[src/rtl/cellrv32_package.sv]
// ---------------------------------------------------------------------------
// cellrv32_package
// Shared FPU definitions for the co-processor converters.
//   - fp_exc_*_c    : bit indices into the 5-bit {NV,DZ,OF,UF,NX} flag vector
//   - fp_rmode_t    : RISC-V rounding modes as encoded in the frm/rm field
//   - fp_round_en   : round-increment decision shared by i2f and f2i
//   - fp_i2f_exp_init_c : biased exponent of an integer whose MSB is bit 31
// ---------------------------------------------------------------------------
package cellrv32_package;

    // exception flag indices
    localparam int fp_exc_nv_c = 4;
    localparam int fp_exc_dz_c = 3;
    localparam int fp_exc_of_c = 2;
    localparam int fp_exc_uf_c = 1;
    localparam int fp_exc_nx_c = 0;

    typedef enum logic [2:0] {
        RNE = 3'b000,
        RTZ = 3'b001,
        RDN = 3'b010,
        RUP = 3'b011,
        RMM = 3'b100
    } fp_rmode_t;

    // 127 + 31: exponent before normalization shifts are applied
    localparam logic [7:0] fp_i2f_exp_init_c = 8'd158;

    // Decide whether the truncated magnitude gets +1 ulp.
    // Reserved encodings (101..111) behave like RTZ.
    function automatic logic fp_round_en(input logic [2:0] rmode,
                                         input logic       sign,
                                         input logic       lsb,
                                         input logic       g,
                                         input logic       r,
                                         input logic       s);
        logic en;
        en = 1'b0;
        case (rmode)
            RNE:     en = g & (r | s | lsb);
            RTZ:     en = 1'b0;
            RDN:     en = sign & (g | r | s);
            RUP:     en = ~sign & (g | r | s);
            RMM:     en = g;
            default: en = 1'b0;
        endcase
        return en;
    endfunction

endpackage

[src/rtl/cellrv32_cpu_cp_fpu_i2f.sv]
// ---------------------------------------------------------------------------
// cellrv32_cpu_cp_fpu_i2f
// Multi-cycle 32-bit integer to binary32 converter (FCVT.S.W / FCVT.S.WU).
// Normalizes one bit per cycle, then rounds according to the captured
// rounding mode and reports inexact.
// Ports:
//   clk_i, rstn_i   clock, async active-low reset
//   start_i         start a conversion (only honoured when idle)
//   rmode_i         rounding mode, sampled with start_i
//   funct_i         0 = signed, 1 = unsigned source, sampled with start_i
//   data_i          integer operand, sampled with start_i
//   result_o        binary32 result, held until next completion
//   flags_o         {NV,DZ,OF,UF,NX}, updated together with result_o
//   done_o          one-cycle completion pulse
// Latency (sampling edge counted as 1): nonzero = lz+5 edges, zero = 3 edges.
// ---------------------------------------------------------------------------
module cellrv32_cpu_cp_fpu_i2f
    import cellrv32_package::*;
#(
    parameter int XLEN = 32
) (
    input  logic            clk_i,
    input  logic            rstn_i,
    input  logic            start_i,
    input  logic [2:0]      rmode_i,
    input  logic            funct_i,
    input  logic [XLEN-1:0] data_i,
    output logic [31:0]     result_o,
    output logic [4:0]      flags_o,
    output logic            done_o
);

    typedef enum logic [2:0] {
        S_IDLE,
        S_PREPARE,
        S_NORMALIZE,
        S_ROUND,
        S_FINALIZE
    } state_t;

    state_t      state_q, state_d;

    logic        unsigned_q;
    logic [2:0]  rmode_q;
    logic        sign_q;
    logic [31:0] mag_q;
    logic [7:0]  exp_q;
    logic [22:0] mant_q;
    logic        zero_q;
    logic        inexact_q;

    // sign is decided from the raw captured operand, before negation
    logic        sign_pre;
    assign sign_pre = ~unsigned_q & mag_q[31];

    // rounding: guard/round/sticky sit below the 23 kept mantissa bits
    logic        rnd_g, rnd_r, rnd_s, rnd_en;
    logic [30:0] rnd_sum;

    always_comb begin
        rnd_g   = mag_q[7];
        rnd_r   = mag_q[6];
        rnd_s   = |mag_q[5:0];
        rnd_en  = fp_round_en(rmode_q, sign_q, mag_q[8], rnd_g, rnd_r, rnd_s);
        // mantissa carry ripples straight into the exponent field
        rnd_sum = {exp_q, mag_q[30:8]} + {30'd0, rnd_en};
    end

    // next-state logic
    always_comb begin
        state_d = state_q;
        case (state_q)
            S_IDLE:      if (start_i) state_d = S_PREPARE;
            S_PREPARE: begin
                if (mag_q == 32'd0) state_d = S_FINALIZE;
                else                state_d = S_NORMALIZE;
            end
            S_NORMALIZE: if (mag_q[31]) state_d = S_ROUND;
            S_ROUND:     state_d = S_FINALIZE;
            S_FINALIZE:  state_d = S_IDLE;
            default:     state_d = S_IDLE;
        endcase
    end

    always_ff @(posedge clk_i or negedge rstn_i) begin
        if (!rstn_i) state_q <= S_IDLE;
        else         state_q <= state_d;
    end

    // datapath
    always_ff @(posedge clk_i or negedge rstn_i) begin
        if (!rstn_i) begin
            unsigned_q <= 1'b0;
            rmode_q    <= 3'd0;
            sign_q     <= 1'b0;
            mag_q      <= 32'd0;
            exp_q      <= 8'd0;
            mant_q     <= 23'd0;
            zero_q     <= 1'b0;
            inexact_q  <= 1'b0;
            result_o   <= 32'd0;
            flags_o    <= 5'd0;
            done_o     <= 1'b0;
        end else begin
            done_o <= 1'b0;
            case (state_q)
                S_IDLE: begin
                    if (start_i) begin
                        mag_q      <= data_i;
                        unsigned_q <= funct_i;
                        rmode_q    <= rmode_i;
                    end
                end
                S_PREPARE: begin
                    sign_q    <= sign_pre;
                    // 0x80000000 negates to itself, which is the right magnitude
                    mag_q     <= sign_pre ? (32'd0 - mag_q) : mag_q;
                    exp_q     <= fp_i2f_exp_init_c;
                    zero_q    <= (mag_q == 32'd0);
                    inexact_q <= 1'b0;
                end
                S_NORMALIZE: begin
                    if (!mag_q[31]) begin
                        mag_q <= mag_q << 1;
                        exp_q <= exp_q - 8'd1;
                    end
                end
                S_ROUND: begin
                    exp_q     <= rnd_sum[30:23];
                    mant_q    <= rnd_sum[22:0];
                    inexact_q <= rnd_g | rnd_r | rnd_s;
                end
                S_FINALIZE: begin
                    // zero path never yields -0
                    result_o               <= zero_q ? 32'd0 : {sign_q, exp_q, mant_q};
                    flags_o                <= 5'd0;
                    flags_o[fp_exc_nx_c]   <= zero_q ? 1'b0 : inexact_q;
                    done_o                 <= 1'b1;
                end
                default: ;
            endcase
        end
    end

endmodule
[config.mk]
export PLATFORM = sky130hd
export DESIGN_NAME = cellrv32_cpu_cp_fpu_i2f
export DESIGN_NICKNAME = d
export VERILOG_FILES = /design/src/rtl/cellrv32_package.sv /design/src/rtl/cellrv32_cpu_cp_fpu_i2f.sv
export SDC_FILE = /design/constraint.sdc
export NUM_CORES = 1
export LEC_CHECK = 0
export BUFFER_PORTS_ARGS = -buffer_cell sky130_fd_sc_hd__buf_2
export CORE_UTILIZATION = 40
export CTS_CLUSTER_SIZE = 12
export DETAILED_ROUTE_END_ITERATION = 8
export MAX_ROUTING_LAYER = met4
export PLACE_DENSITY_LB_ADDON = 0.08
export SLEW_MARGIN = 20
export SYNTH_ARGS = -nofsm -noshare
export SYNTH_HDL_FRONTEND = slang
export SYNTH_SLANG_ARGS = --single-unit
[constraint.sdc]
create_clock -name clk_i -period 3.2 [get_ports clk_i]
set_input_delay 0.32 -clock clk_i [delete_from_list [all_inputs] [get_ports clk_i]]
set_output_delay 0.32 -clock clk_i [all_outputs]
set_load 0.005 [all_outputs]
Yosys cells after proc, flatten, opt, wreduce, memory -nomap -nowiden
Index checks and enable logic that the tools add are counted.
Storage, ports and cells
  register bits: 107
  bits of input ports: 39
  output and inout bits: 38
  word-level logic and storage cells: 64
Cells by class
  $add $sub $neg: 3
  equal/unequal tests: 11
  mux-type cells: 15
  bitwise logic cells: 10
  reduce and logical (&&, ||, !) cells: 12
Operators by type and width (number)
  two-way mux 32 bit: 4
  case mux 32 bit (3 select lines): 1
  logical NOT 32 bit: 1
  subtractor 1 x 32 -> 32 bit, first input constant: 1
  adder 31 x 1 -> 31 bit: 1
  case mux 8 bit (3 select lines): 1
  equality test 3 x 2 -> 1 bit, second input constant: 4
  case mux 3 bit (4 select lines): 1
  two-way mux 3 bit: 3
  two-way mux 8 bit: 1
  inequality test 2 bit, second input constant: 4
  subtractor 8 x 1 -> 8 bit, second input constant: 1
  equality test 3 bit, second input constant: 2
  logical NOT 3 bit: 2
  AND reduction 2 bit: 3
  nonzero test 3 bit: 2
  OR reduction 6 bit: 1
  AND 1 bit: 4
  OR 1 bit: 4
  case mux 1 bit (4 select lines): 1
  AND reduction 4 bit: 1
  equality test 3 x 1 -> 1 bit, second input constant: 1
  AND reduction 3 bit: 1
  two-way mux 1 bit: 2
  3 further kinds: 4

Longest topological paths before layout
  depth in word-level cells: 7
  gate-level depth with buffers: 14

Least setup slack after synthesis
OpenSTA, ideal clock, no wires.
  path kind: reg2reg
  start: register mag_q[0]
  end: register exp_q[1]
  setup time: 0.126 ns
  arrival: 2.702 ns
  slack: 0.372 ns
  cell stages (with the launch flop): 15
  path buffers: 0
  cells stage by stage: dfrtp_1 > inv_1 > ha_1 > nor3b_2 > nand2_1 > or3_1 > a21oi_1 > nor2_1 > ha_1 > ha_1 > inv_1 > nor2_1 > and4_1 > o31a_1 > o32a_1
Between the ends
  word-level cells in the longest chain between the ends: 7
  elaborated cells between the ends (all ways): 10
  classes of those cells: add/sub (1); mux (2); bitwise (6); reduce/logical (1)
Ends and longest elaborated chain
  start, declared: RTL line cellrv32_cpu_cp_fpu_i2f.sv:46  | logic [31:0] mag_q;
  start signal, assigned: RTL line cellrv32_cpu_cp_fpu_i2f.sv:109  | mag_q <= data_i;
  start signal, assigned: RTL line cellrv32_cpu_cp_fpu_i2f.sv:117  | mag_q <= sign_pre ? (32'd0 - mag_q) : mag_q;
  start signal, assigned: RTL line cellrv32_cpu_cp_fpu_i2f.sv:124  | mag_q <= mag_q << 1;
  OR reduction 6 bit (*): RTL line cellrv32_cpu_cp_fpu_i2f.sv:63  | rnd_s = |mag_q[5:0];
  OR 1 bit (2 in series): RTL line cellrv32_package.sv:40  | RNE: en = g & (r | s | lsb);
  AND 1 bit: RTL line cellrv32_package.sv:40
  case mux 1 bit (4 select lines) (*): RTL line cellrv32_package.sv:39  | case (rmode)
  adder 31 x 1 -> 31 bit (*): RTL line cellrv32_cpu_cp_fpu_i2f.sv:66  | rnd_sum = {exp_q, mag_q[30:8]} + {30'd0, rnd_en};
  case mux 8 bit (3 select lines) (*): RTL line cellrv32_cpu_cp_fpu_i2f.sv:106  | case (state_q)
  end signal, assigned: RTL line cellrv32_cpu_cp_fpu_i2f.sv:118  | exp_q <= fp_i2f_exp_init_c;
  end signal, assigned: RTL line cellrv32_cpu_cp_fpu_i2f.sv:125  | exp_q <= exp_q - 8'd1;
  end signal, assigned: RTL line cellrv32_cpu_cp_fpu_i2f.sv:129  | exp_q <= rnd_sum[30:23];
  end, declared: RTL line cellrv32_cpu_cp_fpu_i2f.sv:47  | logic [7:0] exp_q;
Mark *: on every way between the ends. The rest lies on a longest branch, timed or not.
A chain may end at the register's enable or synchronous reset.

Final worst setup path
Ends and elaborated chain as after synthesis.

==> impl_results.md <==
* Run status: finished, violations left
* Failing checks: negative hold slack
* Core area at 15300 µm²
* Fmax at 336 MHz
* Die height at 127 µm
* Hold_ws at -0.0250 ns
* Layout cells sized above 1 at 17.7%
* Sequential share of power at 38.6%
* Crit path launch type: flip-flop
* 1st-pass router iterations at 5
* Maximum VDD drop at 0.448 mV
* Logic pwr share at 45.2%
* Multi-input logic area at 3310 µm²
* Warning count from the yosys run at 0
* Lkg Pwr at 0.00305 µW
* Die X at 127 µm
* Critical path peak fanout at 5
* Top-area cell type share of the netlist area at 42.5%
* Clk pin slew, worst setup/hold paths at 0.08 ns
* R2r startpoint: mag_q[0]
* Vias in the first global route at 5126
* Final WL at 16.7 mm
* Reg2Reg Depth at 14
* First-pass GRT wire length at 27.7 mm
* Total of max-cap violations at 0
* Slew @ Worst Pin at 0.856 ns
* Sw power at 3230 µW
* Wirelength per Cell at 17.3 µm
* Crit path required time at 3.44 ns
* Port Buf Inserts at 72
* Relative slew slack at 42.9%
* DPL Wire Length at 11.7 mm
* Switch share at 45.3%
* Cts bufs inserted at 9
* Initial antenna violation count at 0
* Post-synth EDFFs at 0
* Nets at 794
* CTS tree: yes
* Seq. cell area at 2680 µm²
* Netlist cell types at 76
* #FFs+latches synth at 107
* I/O Pins at 77
* Design area at 7120 µm²
* Final setup fails at 0
* TNS Setup at 0 ns
* Kind of critical path: flip-flop to flip-flop
* Number of DRC markers in iteration 0 at 432
* Sink Count at 107
* Starting density of the core at 41.3%
* RR Endpoint: exp_q[1]
* Worst path cell trace: inv_1 > ha_1 > nor3b_4 > nand2_1 > or3_1 > a21oi_1 > nor2_1 > ha_1 > ha_1 > inv_1 > nor2_1 > and4_1 > o31a_1 > o32a_1
* Root buffer cell: clkbuf_16
* Clock power share at 16.2%
* Vias at 5409
* RSZ-0062 raised after global routing: no
* Top post-synthesis cells by area: dfrtp_1 (43%), o21ai_0 (7.6%), nand2_1 (5.3%), nand2b_1 (3.4%), nor2_1 (2.3%)
* Gr ovfl total at 0
* Final Wtd Congestion at 0.858
* Register area share after synthesis at 42.5%
* Ant diodes at 0
* Critical-path top delay cell: dfrtp_1
* Endpoints failing hold at 30
* Die area at 16300 µm²
* Max incr delay on CP at 0.42 ns
* Hold Path Class: input port to async pin
* Fin crit period at 2.97 ns
* Fin util at 46.7%
* Syn Inst Count at 713
* Maximum buffer depth of the clock tree at 2
* Register-to-Register Setup Slack at 0.23 ns
* FFs w/ async S/R, synth at 100%
* Drc violations at 0
* Total Power at 7130 µW
* Pint at 3900 µW
* Synth cell count leaders: dfrtp_1 (107), o21ai_0 (96), nand2_1 (89)
* H-tree depth at 3
* Fillers at 1495
* Post-route clock period utilization at 92.9%
* DP Area at 6810 µm²
* Synthesized area at 6300 µm²
* Pwr dens at 1000 nW/µm²
* Type of destination of the critical path: flip-flop
* Top FF cell, synth: dfrtp_1
* Detail Route Antenna Nets at 0
* Top-count cell post-synth: dfrtp_1
* Synth area leader: dfrtp_1
* Clk_skew at 0.00831 ns
* GRT Overall Usage at 22.4%
* Via density at 5.60
* Mapped Avg Cell Area at 8.83 µm²
* Placement row count at 45
* CP arrival at 3.21 ns
* Largest net degree at the start of global routing at 68
* Area grow syn2layout at 13.1%
* Final Max Slew Viols at 0
* Cell mode on critical path: ha_1
* Worst-Skew Late Latency at 0.35 ns
[placed cells by master (no fill, tap or decap), types with 8 or more instances in the layout]
cell type  netlist  layout
a21oi_1         16      16
xor2_1          14      14
o31ai_1         12      12
nand3_1         25      24
clkbuf_16        0       9
dfrtp_1        107     107
nor2_1          39      39
nand4_1         14      14
inv_1           16      16
buf_4            7      16
a222oi_1        10      10
nand2_1         89      89
buf_2           19      71
a221oi_1         8       8
nand2b_1        34      34
nor4_1          11      11
nor3_1          15      15
xnor2_1         14      14
o21ai_0         96      96
[final cells by class]
class | count | area share, %
clock inverters | 7 | 1.05
inverters | 16 | 0.843
multi-input cells | 527 | 46.4
clock buffers | 9 | 3.16
repair buffers | 89 | 7.24
well taps | 211 | 3.71
flip-flops and latches | 107 | 37.6
[how the worst max path moves through the flow]
stage          startpoint        to  slack [ns]  cells past startpoint
2_1_floorplan    mag_q[0]  exp_q[1]        0.37                     14
3_3_place_gp     mag_q[0]  exp_q[1]        0.33                     14
3_5_place_dp     mag_q[1]  exp_q[1]        0.22                     14
4_1_cts          mag_q[0]  exp_q[1]        0.19                     14
5_1_grt          mag_q[0]  exp_q[7]        0.01                     14
6_report         mag_q[0]  exp_q[1]        0.23                     14
[power groups by stage]
stage	sequential, µW	clock (µW)	combinational, µW
floorplan	2290	0	2640
global placement	2750	0	3140
detailed placement	2770	0	3200
CTS	2740	1180	3210
global route	2860	1230	3630
finish	2760	1150	3220
[layer usage]
| layer | vias to the layer above | global-route usage, % | part of all wire [%] |
|---|---|---|---|
| met5 | - | - | 0 |
| met4 | 0 | 6.72 | 1.5 |
| met3 | 17 | 2.18 | 5.0 |
| met2 | 181 | 34.2 | 45 |
| met1 | 2566 | 31.5 | 49 |
| li1 | 2645 | - | - |
[worst max-delay path, delay by kind of cell, from the launching register on]
family,cells,cell delay [ns]
fa+ha+maj,3,0.64
flops,1,0.42
simple gates,6,1.07
compound gates,3,0.57
buf+inv,2,0.17
[cell families (layout without fill, tap and decap cells)]
group           Yosys count  count (layout)  synth area share (%)
fa+ha+maj                 5               5                 0.993
xor+xnor                 28              28                  3.89
compound gates          200             200                  20.6
mux                       9               9                  1.55
flops                   107             107                  42.5
other cells               1               4                0.0595
simple gates            281             281                  24.6
buf+inv                  82             121                  5.80
[metrics by stage]
stage	instances	worst slack (ns)	hold slack (ns)
6_report	966	0.227	-0.0250
5_1_grt	966	0.0112	0.0195
4_1_cts	966	0.193	0.000178
3_5_place_dp	950	0.222	0.380
3_3_place_gp	950	0.330	0.371
2_1_floorplan	716	0.372	0.0244
[sequential cells by signal (all words and copies together), names as in the netlist, 3 cells and up]
register / count
exp_q: 8
result_o: 32
mant_q: 23
rmode_q: 3
state_q: 3
mag_q: 32
[timing repair]
action | in CTS | in global routing
hold buffers | 0 | 0
buffers inserted | 0 | 0
setup endpoints to repair | 0 | 3
endpoints found under the hold margin | 0 | 0
resized for setup | 0 | 1
No activity file was read; power rests on OpenSTA's default activity.
